==> src/rtl/div_sqrt_mant_engine_pkg.sv <==
// Shared constants, state encoding and helpers for the radix-2 div/sqrt mantissa engine.
// Rounding-mode encodings live here so the downstream rounding stage shares one definition.
package div_sqrt_mant_engine_pkg;

  localparam int C_DIV_MANT  = 23;
  localparam int C_QBITS     = C_DIV_MANT + 3;
  localparam int C_CNT_W     = 5;
  localparam int C_REM_W     = C_QBITS + 3;     // holds the wider sqrt remainder
  localparam int C_DIV_REM_W = C_DIV_MANT + 4;  // signed division remainder
  localparam int C_RAD_W     = 2 * C_QBITS;     // zero-padded radicand

  typedef enum logic [1:0] {
    ST_IDLE   = 2'b00,
    ST_DIV    = 2'b01,
    ST_SQRT   = 2'b10,
    ST_FINISH = 2'b11
  } state_t;

  typedef enum logic [2:0] {
    RM_RNE = 3'b000,
    RM_RTZ = 3'b001,
    RM_RDN = 3'b010,
    RM_RUP = 3'b011,
    RM_RMM = 3'b100
  } round_mode_t;

  // Radicand bit pair consumed at a given step, most significant pair first.
  function automatic logic [1:0] rad_pair(input logic [C_DIV_MANT+1:0] mant,
                                          input logic [C_CNT_W-1:0]    step);
    logic [C_RAD_W-1:0] rad;
    rad = {mant, {(C_RAD_W-C_DIV_MANT-2){1'b0}}};
    rad = rad << {step, 1'b0};
    return rad[C_RAD_W-1 -: 2];
  endfunction

endpackage

==> src/rtl/div_sqrt_mant_engine_mant_iter_step.sv <==
// Single combinational iteration: one non-restoring division step or one restoring
// square-root step, producing the next remainder, the result bit and a sticky hint.
module mant_iter_step
  import div_sqrt_mant_engine_pkg::*;
(
  input  logic                  mode_sqrt,
  input  logic                  first_step,
  input  logic [C_REM_W-1:0]    rem_cur,
  input  logic [C_DIV_MANT:0]   divisor,
  input  logic [1:0]            pair,
  input  logic [C_QBITS-1:0]    root_cur,
  output logic [C_REM_W-1:0]    rem_next,
  output logic                  q_bit,
  output logic                  rem_nz
);

  localparam int C_SQ_W = C_REM_W + 3;

  logic [C_DIV_REM_W-1:0] d_rem;
  logic [C_DIV_REM_W-1:0] d_shift;
  logic [C_DIV_REM_W-1:0] d_b;
  logic [C_DIV_REM_W-1:0] d_next;
  logic [C_DIV_REM_W-1:0] d_fix;
  logic [C_SQ_W-1:0]      s_base;
  logic [C_SQ_W-1:0]      s_sub;
  logic [C_SQ_W-1:0]      s_trial;
  logic [C_SQ_W-1:0]      s_next;
  logic                   s_ok;

  // Division: the first step subtracts B from the unshifted dividend.
  assign d_rem   = rem_cur[C_DIV_REM_W-1:0];
  assign d_b     = {{(C_DIV_REM_W-C_DIV_MANT-1){1'b0}}, divisor};
  assign d_shift = first_step ? d_rem : {d_rem[C_DIV_REM_W-2:0], 1'b0};
  assign d_next  = d_rem[C_DIV_REM_W-1] ? (d_shift + d_b) : (d_shift - d_b);
  // A negative final remainder stands for R+B in restoring terms.
  assign d_fix   = d_next + d_b;

  assign s_base  = {1'b0, rem_cur, pair};
  assign s_sub   = {{(C_SQ_W-C_QBITS-2){1'b0}}, root_cur, 2'b01};
  assign s_trial = s_base - s_sub;
  assign s_ok    = ~s_trial[C_SQ_W-1];
  assign s_next  = s_ok ? s_trial : s_base;

  always_comb begin
    rem_next = '0;
    q_bit    = 1'b0;
    rem_nz   = 1'b0;
    if (mode_sqrt) begin
      rem_next = s_next[C_REM_W-1:0];
      q_bit    = s_ok;
      rem_nz   = |s_next[C_REM_W-1:0];
    end else begin
      rem_next = {{(C_REM_W-C_DIV_REM_W){d_next[C_DIV_REM_W-1]}}, d_next};
      q_bit    = ~d_next[C_DIV_REM_W-1];
      rem_nz   = d_next[C_DIV_REM_W-1] ? (|d_fix) : (|d_next);
    end
  end

endmodule

==> src/rtl/div_sqrt_mant_engine.sv <==
// Sequencer for the div/sqrt mantissa engine: handshake, iteration counter, remainder
// and partial-result registers; the arithmetic lives in mant_iter_step.
module div_sqrt_mant_engine
  import div_sqrt_mant_engine_pkg::*;
(
  input  logic                  Clk_CI,
  input  logic                  Rst_RBI,
  input  logic                  Div_start_SI,
  input  logic                  Sqrt_start_SI,
  input  logic                  Kill_SI,
  input  logic [C_DIV_MANT+1:0] Mant_a_DI,
  input  logic [C_DIV_MANT:0]   Mant_b_DI,
  output logic                  Ready_SO,
  output logic                  Done_SO,
  output logic [C_QBITS-1:0]    Quot_DO,
  output logic                  Sticky_DO
);

  state_t                state_reg, state_next;
  logic [C_CNT_W-1:0]    cnt_reg;
  logic [C_REM_W-1:0]    rem_reg;
  logic [C_QBITS-1:0]    q_reg;
  logic [C_DIV_MANT+1:0] a_reg;
  logic [C_DIV_MANT:0]   b_reg;
  logic [C_QBITS-1:0]    quot_reg;
  logic                  sticky_reg;

  logic                  start_div;
  logic                  start_sqrt;
  logic                  step_en;
  logic                  finish_load;
  logic                  last_step;
  logic [C_REM_W-1:0]    rem_next;
  logic                  q_bit;
  logic                  rem_nz;

  assign last_step = (cnt_reg == C_CNT_W'(C_QBITS-1));

  always_comb begin
    state_next  = state_reg;
    start_div   = 1'b0;
    start_sqrt  = 1'b0;
    step_en     = 1'b0;
    finish_load = 1'b0;
    case (state_reg)
      ST_IDLE: begin
        if (Div_start_SI) begin
          state_next = ST_DIV;
          start_div  = 1'b1;
        end else if (Sqrt_start_SI) begin
          state_next = ST_SQRT;
          start_sqrt = 1'b1;
        end
      end
      ST_DIV, ST_SQRT: begin
        step_en = 1'b1;
        if (last_step) begin
          state_next  = ST_FINISH;
          finish_load = 1'b1;
        end
      end
      ST_FINISH: state_next = ST_IDLE;
      default:   state_next = ST_IDLE;
    endcase
    // Abort wins over starts, steps and the result update.
    if (Kill_SI) begin
      state_next  = ST_IDLE;
      start_div   = 1'b0;
      start_sqrt  = 1'b0;
      step_en     = 1'b0;
      finish_load = 1'b0;
    end
  end

  mant_iter_step u_step (
    .mode_sqrt  (state_reg == ST_SQRT),
    .first_step (cnt_reg == '0),
    .rem_cur    (rem_reg),
    .divisor    (b_reg),
    .pair       (rad_pair(a_reg, cnt_reg)),
    .root_cur   (q_reg),
    .rem_next   (rem_next),
    .q_bit      (q_bit),
    .rem_nz     (rem_nz)
  );

  always_ff @(posedge Clk_CI or negedge Rst_RBI) begin
    if (!Rst_RBI) begin
      state_reg <= ST_IDLE;
    end else begin
      state_reg <= state_next;
    end
  end

  always_ff @(posedge Clk_CI or negedge Rst_RBI) begin
    if (!Rst_RBI) begin
      cnt_reg <= '0;
      rem_reg <= '0;
      q_reg   <= '0;
      a_reg   <= '0;
      b_reg   <= '0;
    end else if (start_div || start_sqrt) begin
      cnt_reg <= '0;
      q_reg   <= '0;
      a_reg   <= Mant_a_DI;
      b_reg   <= Mant_b_DI;
      rem_reg <= start_div ? {{(C_REM_W-C_DIV_MANT-2){1'b0}}, Mant_a_DI} : '0;
    end else if (step_en) begin
      cnt_reg <= cnt_reg + C_CNT_W'(1);
      rem_reg <= rem_next;
      q_reg   <= {q_reg[C_QBITS-2:0], q_bit};
    end
  end

  // Results are captured on the last step so they are valid alongside Done_SO.
  always_ff @(posedge Clk_CI or negedge Rst_RBI) begin
    if (!Rst_RBI) begin
      quot_reg   <= '0;
      sticky_reg <= 1'b0;
    end else if (finish_load) begin
      quot_reg   <= {q_reg[C_QBITS-2:0], q_bit};
      sticky_reg <= rem_nz;
    end
  end

  assign Ready_SO  = (state_reg == ST_IDLE);
  assign Done_SO   = (state_reg == ST_FINISH);
  assign Quot_DO   = quot_reg;
  assign Sticky_DO = sticky_reg;

endmodule

==> config.mk <==
export PLATFORM = sky130hd
export DESIGN_NAME = div_sqrt_mant_engine
export DESIGN_NICKNAME = d
export VERILOG_FILES = /design/src/rtl/div_sqrt_mant_engine_pkg.sv /design/src/rtl/div_sqrt_mant_engine_mant_iter_step.sv /design/src/rtl/div_sqrt_mant_engine.sv
export SDC_FILE = /design/constraint.sdc
export NUM_CORES = 1
export LEC_CHECK = 0
export ABC_AREA = 1
export ABC_CLOCK_PERIOD_IN_PS = 5300
export CAP_MARGIN = 40
export CORE_MARGIN = 5
export CORE_UTILIZATION = 61
export DETAILED_ROUTE_END_ITERATION = 8
export PLACE_DENSITY = 0.93
export SYNTH_ARGS = -nofsm -noshare
export SYNTH_HDL_FRONTEND = slang
export SYNTH_SLANG_ARGS = --single-unit
==> constraint.sdc <==
create_clock -name Clk_CI -period 5.3 [get_ports Clk_CI]
set_clock_uncertainty 0.05 [all_clocks]
set_input_delay 1.06 -clock Clk_CI [delete_from_list [all_inputs] [get_ports Clk_CI]]
set_output_delay 1.06 -clock Clk_CI [all_outputs]
set_load 0.02 [all_outputs]
==> results.md, run 1 <==
* Min-delay worst type: reg -> reg
* RSZ-0062 raised after global routing: true
* DRT Wirelength at 38410 um
* GP Congestion at 0.9921
* DR WL/cell at 18.12 um
* Post-placement setup slack at -0.3767 ns
* H-Tree Depth at 4
* Die Ht at 148.3 um
* Clk sink count at 138
* Least-Margin Pin Slew at 0.8272 ns
* Maximum capacitance violations at 0
* Synth Area in Adders at 0.09345
* CP max stage delay at 0.45 ns
* Most common cell in the netlist: nand2_1
* Nature of the critical path endpoint: flop
* Setup TNS at -0.1783 ns
* Area Overhead vs Synth at 21.72%
* First-pass GRT wire length at 58450 um
* Syn nets at 1893
* Die X at 148.3 um
* Number of setup violations in the final report at 1
* Max reg flops at 29
* Final core occ at 0.7572
* Largest net degree at the start of global routing at 83
* Worst flop-to-flop path endpoint: Sticky_DO
* Slew margin rel. at 0.4485
* Mapped cell area at 0.01167 sq mm
* Most frequent cells after synthesis: 502 x nand2_1, 200 x inv_1, 168 x nor2_1
* Status: finished, violations left
* WL met2 at 17620 um
* Crit path time final at 5.478 ns
* Fraction of layout cells with a size suffix above 1 at 0.1151
* Critical path data arrival time at 5.79 ns
* Setup crit start: b_reg[1]
* Die area at 0.02201 sq mm
* Worst path buffer plus inverter count at 3
* Num CTS Buffers at 17
* End of the critical path: Sticky_DO
* Vias in the first global route at 12040
* CP dominant cell by count: nand2_1
* Initial drt markers at 1427
* EDFF count, synth at 0
* Warnings, synthesis at 0
* Worst-path maximum fanout at 4
* Compound-cell area share of the yosys netlist at 0.1813
* Sequential cell area fraction in the yosys report at 0.2958
* Synth area leader: dfrtp_1
* Main combinational cell family by area after synthesis: simple AND/OR/NAND/NOR gates
* Row cnt at 50
* DP HPWL at 27300 um
* Critical path's top delay family: simple AND/OR/NAND/NOR gates
* Synth top area share at 0.2958
* Fmax at 0.1825 GHz
* Worst path slowest cell: dfrtp_2
* Ys flop type: dfrtp_1
* Worst hold slack at 0.4353 ns
* Max-slew violation total from the final report at 0
* Initial Util at 0.6221
* Detailed Routing Iterations Pass 1 at 7
* Post-synthesis mux area share at 0
* Metal3 WL at 3820 um
* CP Launch Type: flop
* XOR/XNOR Fraction of Synth Area at 0.06077
* Overall routing resource usage at 0.3275
* Cell variety after synth at 45
* Syn Inst Count at 1753
* Register-to-register setup slack at -0.18 ns
* Worst-path clk slew at 0.08 ns
* WS Path Type: reg -> reg
* Flops & latches, synth at 138
* Vias at 12910
* WP depth at 32
* RR Startpoint: b_reg[1]
* Violated checks: negative setup slack
* Setup ws final at -0.1783 ns
* Antenna violations before repair at 0
* ANT nets after route at 0
* Root Driver: clkbuf_16
* Ant. Diodes at 0
* Synthesized area per cell at 6.660 sq um
* Core Box Area at 0.01877 sq mm
* Final #Nets at 2013
* Port Buffers at 82
* Post-synthesis simple-gate area fraction at 0.2778
* WL met1 at 15050 um
* Worst EP required at 5.61 ns
* Main area contributors after synthesis: dfrtp_1 30%, nand2_1 16%, ha_1 9.0%
* Post-DR vias/cell at 6.091
* Total gr overflow at 0
* Residual DRC at 0
* CTS tree: done
* Synth async-reset ratio at 1.000
* Clock latency on the worst-skew pair at 0.43 ns
* Io pins at 83
* Cell count of the worst reg-to-reg path at 32
* Final period utilization at 1.034
* Clock buffer depth at 2
* Top sig layer: met4
* Final Hold Vio Count at 0
## worst min path at each step
stage	from	endpoint	slack (ns)	cells past startpoint
floorplan	a_reg[0]	a_reg[0]	0.40	2
global placement	Quot_DO[23]	Quot_DO[23]	0.41	2
detailed placement	a_reg[0]	a_reg[0]	0.42	2
CTS	a_reg[0]	a_reg[0]	0.44	2
global route	a_reg[17]	a_reg[17]	0.46	2
finish	Quot_DO[25]	Quot_DO[25]	0.44	2
## routing by layer
metal  up-vias  global-route usage
met5         -                   0
met4         0              0.1363
met3       200             0.07069
met2       791              0.5353
met1      5926              0.4230
li1       5996                   -
## worst reg2reg max path, delay by kind of cell (launching register included)
kind | cells | cell delay, ns
simple gates | 22 | 3.02
fa+ha+maj | 2 | 0.72
flops | 1 | 0.45
buf+inv | 3 | 0.33
xor+xnor | 3 | 0.55
compound gates | 2 | 0.28
## placed cells by master (no fill, tap or decap), types with 18 or more instances in the layout
cell / count
nand2_1: 489
inv_1: 195
nor2_1: 162
o21ai_0: 152
dfrtp_1: 136
a21oi_1: 88
clkdlybuf4s50_1: 81
ha_1: 71
buf_4: 70
nand3_1: 61
xor2_1: 51
o22ai_1: 30
xnor2_1: 24
a31oi_1: 23
o21ai_1: 20
nand2_2: 18
## layout make-up
class                           instances  area, sq um
Multi-Input combinational cell       1349         7645
Fill cell                            1373         4557
Sequential cell                       138         3456
Timing Repair Buffer                  152         1348
Inverter                              215        814.5
Clock buffer                           17        425.4
Tap cell                              234        292.8
Clock inverter                         15        230.2
## cells by family (layout without fill, tap and decap cells)
kind of cell               after synthesis  after routing
AOI/OAI and AO/OA                      383            383
xor gates and xnor gates                81             81
adders and majority gates               86             86
buffers and inverters                  266            399
DFF                                    138            138
and+or+nand+nor                        799            799
## per-stage QoR
step	std cells	instance area (sq um)
2_1_floorplan	1753	11670
6_report	2120	14210
4_1_cts	2090	13540
3_3_place_gp	2056	12830
5_1_grt	2120	14210
3_5_place_dp	2056	12830
## what timing repair did
action	4_1_cts	5_1_grt
endpoints found under the hold margin	0	0
hold buffers	0	0
setup endpoints to repair	1	1
resized for setup	10	99
pin swaps	1	49
setup buffers	2	30
Power of run 1 is left out: the tool's default activity adds up to more than one toggle a clock period on the data nets, which glitch-free logic cannot reach.
==> inputs of run 2 (changes only) <==
Settings changed: CAP_MARGIN 40 to 15, CORE_UTILIZATION 61 to 62, CTS_BUF_LIST set to sky130_fd_sc_hd__clkbuf_8, PLACE_DENSITY 0.93 to 0.94.
==> run 2 against run 1 <==
  * The run now ends clean
  * Non-clock buffer count decreased by 10
  * Sequential share of layout area is 0.79 points higher
  * Cell area is 3.2% lower
  * Flip-flop and latch count did not move
  * Die area fell by 1.5%
  * Maximum frequency up 4.5%
  * Critical endpoint unchanged
==> results.md, run 2 (synthesis gave the netlist of run 1 again) <==
* Total gr overflow at 0
* Post-DR vias/cell at 5.838
* CP dominant cell by count: nand2_1
* Setup TNS at 0 ns
* Fraction of layout cells with a size suffix above 1 at 0.09968
* Largest net degree at the start of global routing at 96
* Final #Nets at 2003
* Core Box Area at 0.01864 sq mm
* Most common cell after layout, fill and taps aside: nand2_1
* Critical path data arrival time at 5.54 ns
* CP max stage delay at 0.47 ns
* Vias in the first global route at 11440
* Critical path's top delay family: simple AND/OR/NAND/NOR gates
* Crit path time final at 5.241 ns
* Post-placement setup slack at -0.2444 ns
* Die area at 0.02168 sq mm
* Max reg flops at 29
* Maximum capacitance violations at 0
* CP Launch Type: flop
* Detailed Routing Iterations Pass 1 at 6
* Fmax at 0.1908 GHz
* Cell count of the worst reg-to-reg path at 35
* Clock latency on the worst-skew pair at 0.47 ns
* RR Startpoint: b_reg[1]
* WS Path Type: reg -> reg
* DP HPWL at 27780 um
* Final period utilization at 0.9888
* Reg area at 0.003456 sq mm
* Worst EP required at 5.60 ns
* Root Driver: clkbuf_8
* Port Buffers at 82
* Residual DRC at 0
* Area Overhead vs Synth at 17.88%
* Final Hold Vio Count at 0
* Number of setup violations in the final report at 0
* Least-Margin Pin Slew at 0.8938 ns
* Register-to-register setup slack at 0.06 ns
* Worst-path clk slew at 0.10 ns
* DR WL/cell at 17.33 um
* Vias at 12320
* Num CTS Buffers at 17
* Worst flop-to-flop path endpoint: Sticky_DO
* GP Congestion at 0.9684
* Die Ht at 147.2 um
* Worst path slowest cell: dfrtp_2
* DRT Wirelength at 36560 um
* Nature of the critical path endpoint: flop
* WP depth at 35
* Io pins at 83
* Slew margin rel. at 0.4041
* Antenna violations before repair at 0
* ANT nets after route at 0
* Overall routing resource usage at 0.3293
* RSZ-0062 raised after global routing: true
* Met1 global-route usage at 0.4359
* Fillers at 1500
* Worst path buffer plus inverter count at 5
* Met2 Track Usage GR at 0.5343
* Clk sink count at 138
* Clock buffer depth at 2
* Met3 global-route usage at 0.07989
* First-pass GRT wire length at 57720 um
* Max-slew violation total from the final report at 0
* Die X at 147.2 um
* Setup ws final at 0.05926 ns
* End of the critical path: Sticky_DO
* Initial Util at 0.6262
* Row cnt at 50
* Initial drt markers at 1211
* Status: completed
* Setup crit start: b_reg[1]
* CTS tree: done
* Area of the multi-input gates at 0.007508 sq mm
* Commonest cells after routing, fill and taps aside: 490 x nand2_1, 197 x inv_1, 164 x nor2_1, 154 x o21ai_0, 136 x dfrtp_1
* H-Tree Depth at 4
* Hold buffer count at CTS at 0
* Min-delay worst type: reg -> reg
* Worst-path maximum fanout at 5
* GR peak layer: met2
* Ant. Diodes at 0
run 2: cell count changes in the layout (fill, tap and decap cells not counted), moves of 3 or more:
cell and change:
bufinv_16 -3, buf_4 -12, ha_4 -4, clkbuf_8 +17
ha_1 +6, a21oi_1 +5, a21oi_2 -4, clkbuf_16 -17
run 2: worst min-delay path, stage by stage (launching register included):
cell     delay (ns)
dfrtp_1        0.35
nand2_1        0.05
o21ai_0        0.06
run 2: per-stage QoR:
stage	hold WS (ns)	util	cell area (sq um)	std cells
floorplan	0.3989	-	11670	1753
global placement	0.4140	0.6905	12870	2062
detailed placement	0.4227	0.6905	12870	2062
CTS	0.4444	0.7158	13350	2097
global route	0.4687	0.7382	13760	2110
finish	0.4380	0.7382	13760	2110
run 2: routing by layer:
metal	vias to the layer above	part of all wire
li1	5974	-
met2	562	0.46
met1	5687	0.42
met3	96	0.092
met5	-	0
met4	0	0.031
run 2: what timing repair did:
item,4_1_cts,5_1_grt
resized for setup,7,77
buffers inserted,3,13
pin swaps,2,31
setup endpoints to repair,1,2
run 2: final cells by class:
class,count,area share
multi-input combinational,1349,0.5456
sequential,138,0.2511
timing repair buffer,142,0.09301
inverter,215,0.05919
tap,234,0.02127
clock buffer,17,0.01700
clock inverter,15,0.01282
run 2: worst min path at each step:
stage | start | endpoint | slack, ns | depth (start not counted)
after detailed placement | Quot_DO[16] | Quot_DO[16] | 0.42 | 2
after global placement | a_reg[3] | a_reg[3] | 0.41 | 2
after CTS | Quot_DO[16] | Quot_DO[16] | 0.44 | 2
after global routing | Quot_DO[24] | Quot_DO[24] | 0.47 | 2
final | Quot_DO[16] | Quot_DO[16] | 0.44 | 2
after floorplan | a_reg[0] | a_reg[0] | 0.40 | 2
Power of run 2 is left out for the same reason.
==> patch (config.mk and constraints of run 1) <==
Change the package constant `C_CNT_W` from 5 to 6.
--- a/src/rtl/div_sqrt_mant_engine_pkg.sv
+++ b/src/rtl/div_sqrt_mant_engine_pkg.sv
@@ -5,5 +5,5 @@
   localparam int C_DIV_MANT  = 23;
   localparam int C_QBITS     = C_DIV_MANT + 3;
-  localparam int C_CNT_W     = 5;
+  localparam int C_CNT_W     = 6;
   localparam int C_REM_W     = C_QBITS + 3;     // holds the wider sqrt remainder
   localparam int C_DIV_REM_W = C_DIV_MANT + 4;  // signed division remainder
Formal check against the unedited RTL: no difference found for any inputs over 10 cycles, from zero or initial values and one cycle with Rst_RBI low; that may be too few to reach the edited logic, so the function may still have changed.
==> patch against run 1 <==
- via count shrank 0.77%
- setup slack better by 0.19 ns
- die area decreased by 0.66%
- largest cell class unchanged
- synthesized area down 0.71%
- synthesized cell count shrank 2.1%
- wire length is 0.62% higher
- worst hold slack got worse by 0.0024 ns
- sequential share of layout area decreased by 0.051 points
- design area rose by 0.90%
- first-iteration DRC count decreased by 9.5%
- sequential cell count increased by 1
Power is not shown: default switching activity piles up to over one toggle a cycle in this logic, so the estimate is an artifact.
==> patch: results (changes against run 1) <==
----------------------------------------------------
[Global routing]
  Number of antenna violations at the first check in global routing ... 0 (unchanged)
  Maximum number of pins on one net before global-route repair ... 73 (-12%)
  Global router's overall resource usage ... 0.324 (-0.00353)
  First-pass GRT wire length ... 57400 um (-1.8%)
  Via count of the first global-routing pass ... 11565 (-3.9%)

[Synthesis]
  Syn Nets ... 1857 (-1.9%)
  Post-synthesis compound-gate area fraction ... 0.191 (+0.0100)
  Adder-cell share of the synthesized area ... 0.0941 (+0.000666)
  Post-synthesis cell count ... 1717 (-2.1%)
  Synth Area in XOR/XNOR ... 0.0567 (-0.00410)
  Most area-consuming cells after synthesis ... sky130_fd_sc_hd__dfrtp_1 (30%), sky130_fd_sc_hd__nand2_1 (15%), sky130_fd_sc_hd__ha_1 (9.1%), sky130_fd_sc_hd__o21ai_0 (8.0%), sky130_fd_sc_hd__inv_1 (6.0%)
  Number of distinct standard cells referenced by the synthesized netlist ... 49 (+8.9%)
  Portion of netlist area occupied by mux cells ... 0 (unchanged)
  YS warnings ... 0 (unchanged)
  Share of flip-flops with an asynchronous set or reset ... 1.00 (unchanged)
  Ys flop type ... sky130_fd_sc_hd__dfrtp_1
  Part of the Yosys area used for sequential elements ... 0.300 (+0.00427)
  Most instantiated cells after synthesis ... sky130_fd_sc_hd__nand2_1 (473), sky130_fd_sc_hd__inv_1 (185), sky130_fd_sc_hd__o21ai_0 (185)

[CTS]
  Maximum clock insertion buffer count ... 2 (unchanged)
  Root buffer selected by CTS ... sky130_fd_sc_hd__clkbuf_16
  TritonCTS buffer count ... 17 (unchanged)
  Reg clk slew, reported paths ... 0.07 ns
  Clock latency at the later pin of the worst-skew pair ... ~0.44 ns
  Number of post-CTS setup repair buffers ... 0 (-2)
  Cells resized by post-CTS repair ... 2 (-8)
  Number of levels in the clock H-tree ... 4 (unchanged)

[Critical path]
  Arrival time worst endpoint ... 5.56 ns (-0.23 ns)
  Largest fanout of any net on the critical path ... 5 (+1)
  Crit path largest cell delay ... 0.42 ns (-0.03 ns)
  Critical path's top delay family ... simple AND/OR/NAND/NOR gates
  Cell with the biggest individual delay on the critical path ... sky130_fd_sc_hd__ha_2

[Final layout]
  Total number of nets in the final design ... 1986 (-1.3%)
  Proportion of layout cells with a drive suffix above 1 ... 0.140 (+0.0253)
  Number of flip-flops in the largest register ... 29 (unchanged)
  Post-layout instance count excluding filler cells ... 2093 (-1.3%)
  Total inserted antenna cells ... 0 (unchanged)

[Place]
  Post-DP Area ... 12900 um2 (+0.47%)
  Cell Count Post-Placement ... 2033 (-1.1%)
  Gpl congestion ... 0.989 (-0.34%)
  Number of buffer cells added on primary ports ... 82 (unchanged)
  Half-perimeter wire length after detailed placement ... 27900 um (+2.1%)

[Drt]
  Number of vias after detailed routing ... 12813 (-0.77%)
  Routed wirelength normalized by instance count ... 18.5 um (+1.9%)
  Drt first pass iters ... 6 (-1)
  Drt initial violations ... 1291 (-9.5%)

[Hold path]
  Min-delay worst type ... flop to flop

[Timing]
  Relative slew margins ... 0.407 (-0.0419)

[Outcome]
  Status ... complete, no violations

----------------------------------------------------
==> patch: logic make-up after synthesis <==
kind of cell	after synthesis
and+or+nand+nor	778
adders and majority gates	86
AOI/OAI and AO/OA	397
xor gates and xnor gates	75
DFF	139
buffers and inverters	242
==> patch: layout make-up <==
type / count / area, um2
repair buffers: 162 / 1470
clock buffers: 18 / 439
clock inverters: 14 / 148
multi-input cells: 1336 / 7790
fillers: 1337 / 4370
inverters: 190 / 717
well taps: 234 / 293
flip-flops and latches: 139 / 3480
==> patch: worst paths after layout <==
| path | from | to | slack (ns) | depth (start not counted) |
|---|---|---|---|---|
| min reg2reg | a_reg[0] | a_reg[0] | 0.43 | 2 |
| min in group asynchronous | Rst_RBI | cnt_reg[3] | 0.49 | 1 |
| min | a_reg[0] | a_reg[0] | 0.43 | 2 |
| max reg2reg | b_reg[0] | Sticky_DO | 0.01 | 32 |
| max in group asynchronous | Rst_RBI | b_reg[6] | 3.80 | 2 |
| max | b_reg[0] | Sticky_DO | 0.01 | 32 |
==> patch: through the flow <==
step | utilization | setup WS, ns | TNS, ns | hold slack (ns)
final | 0.767 | 0.0133 | 0 | 0.433
after global routing | 0.767 | -0.267 | -0.267 | 0.454
after CTS | 0.721 | 0.00621 | 0 | 0.429
after detailed placement | 0.689 | -0.0773 | -0.0773 | 0.411
after global placement | 0.688 | 0.126 | 0 | 0.410
after floorplan | - | 0.452 | 0 | 0.394
==> patch: per-layer routing <==
metal | share of wire | routed length, um | track usage | vias up
li1 | - | - | - | 5947
met1 | 0.40 | 15400 | 0.423 | 5965
met2 | 0.45 | 17600 | 0.527 | 728
met3 | 0.086 | 3320 | 0.0549 | 173
met4 | 0.062 | 2400 | 0.152 | 0
met5 | 0 | 0 | 0 | -
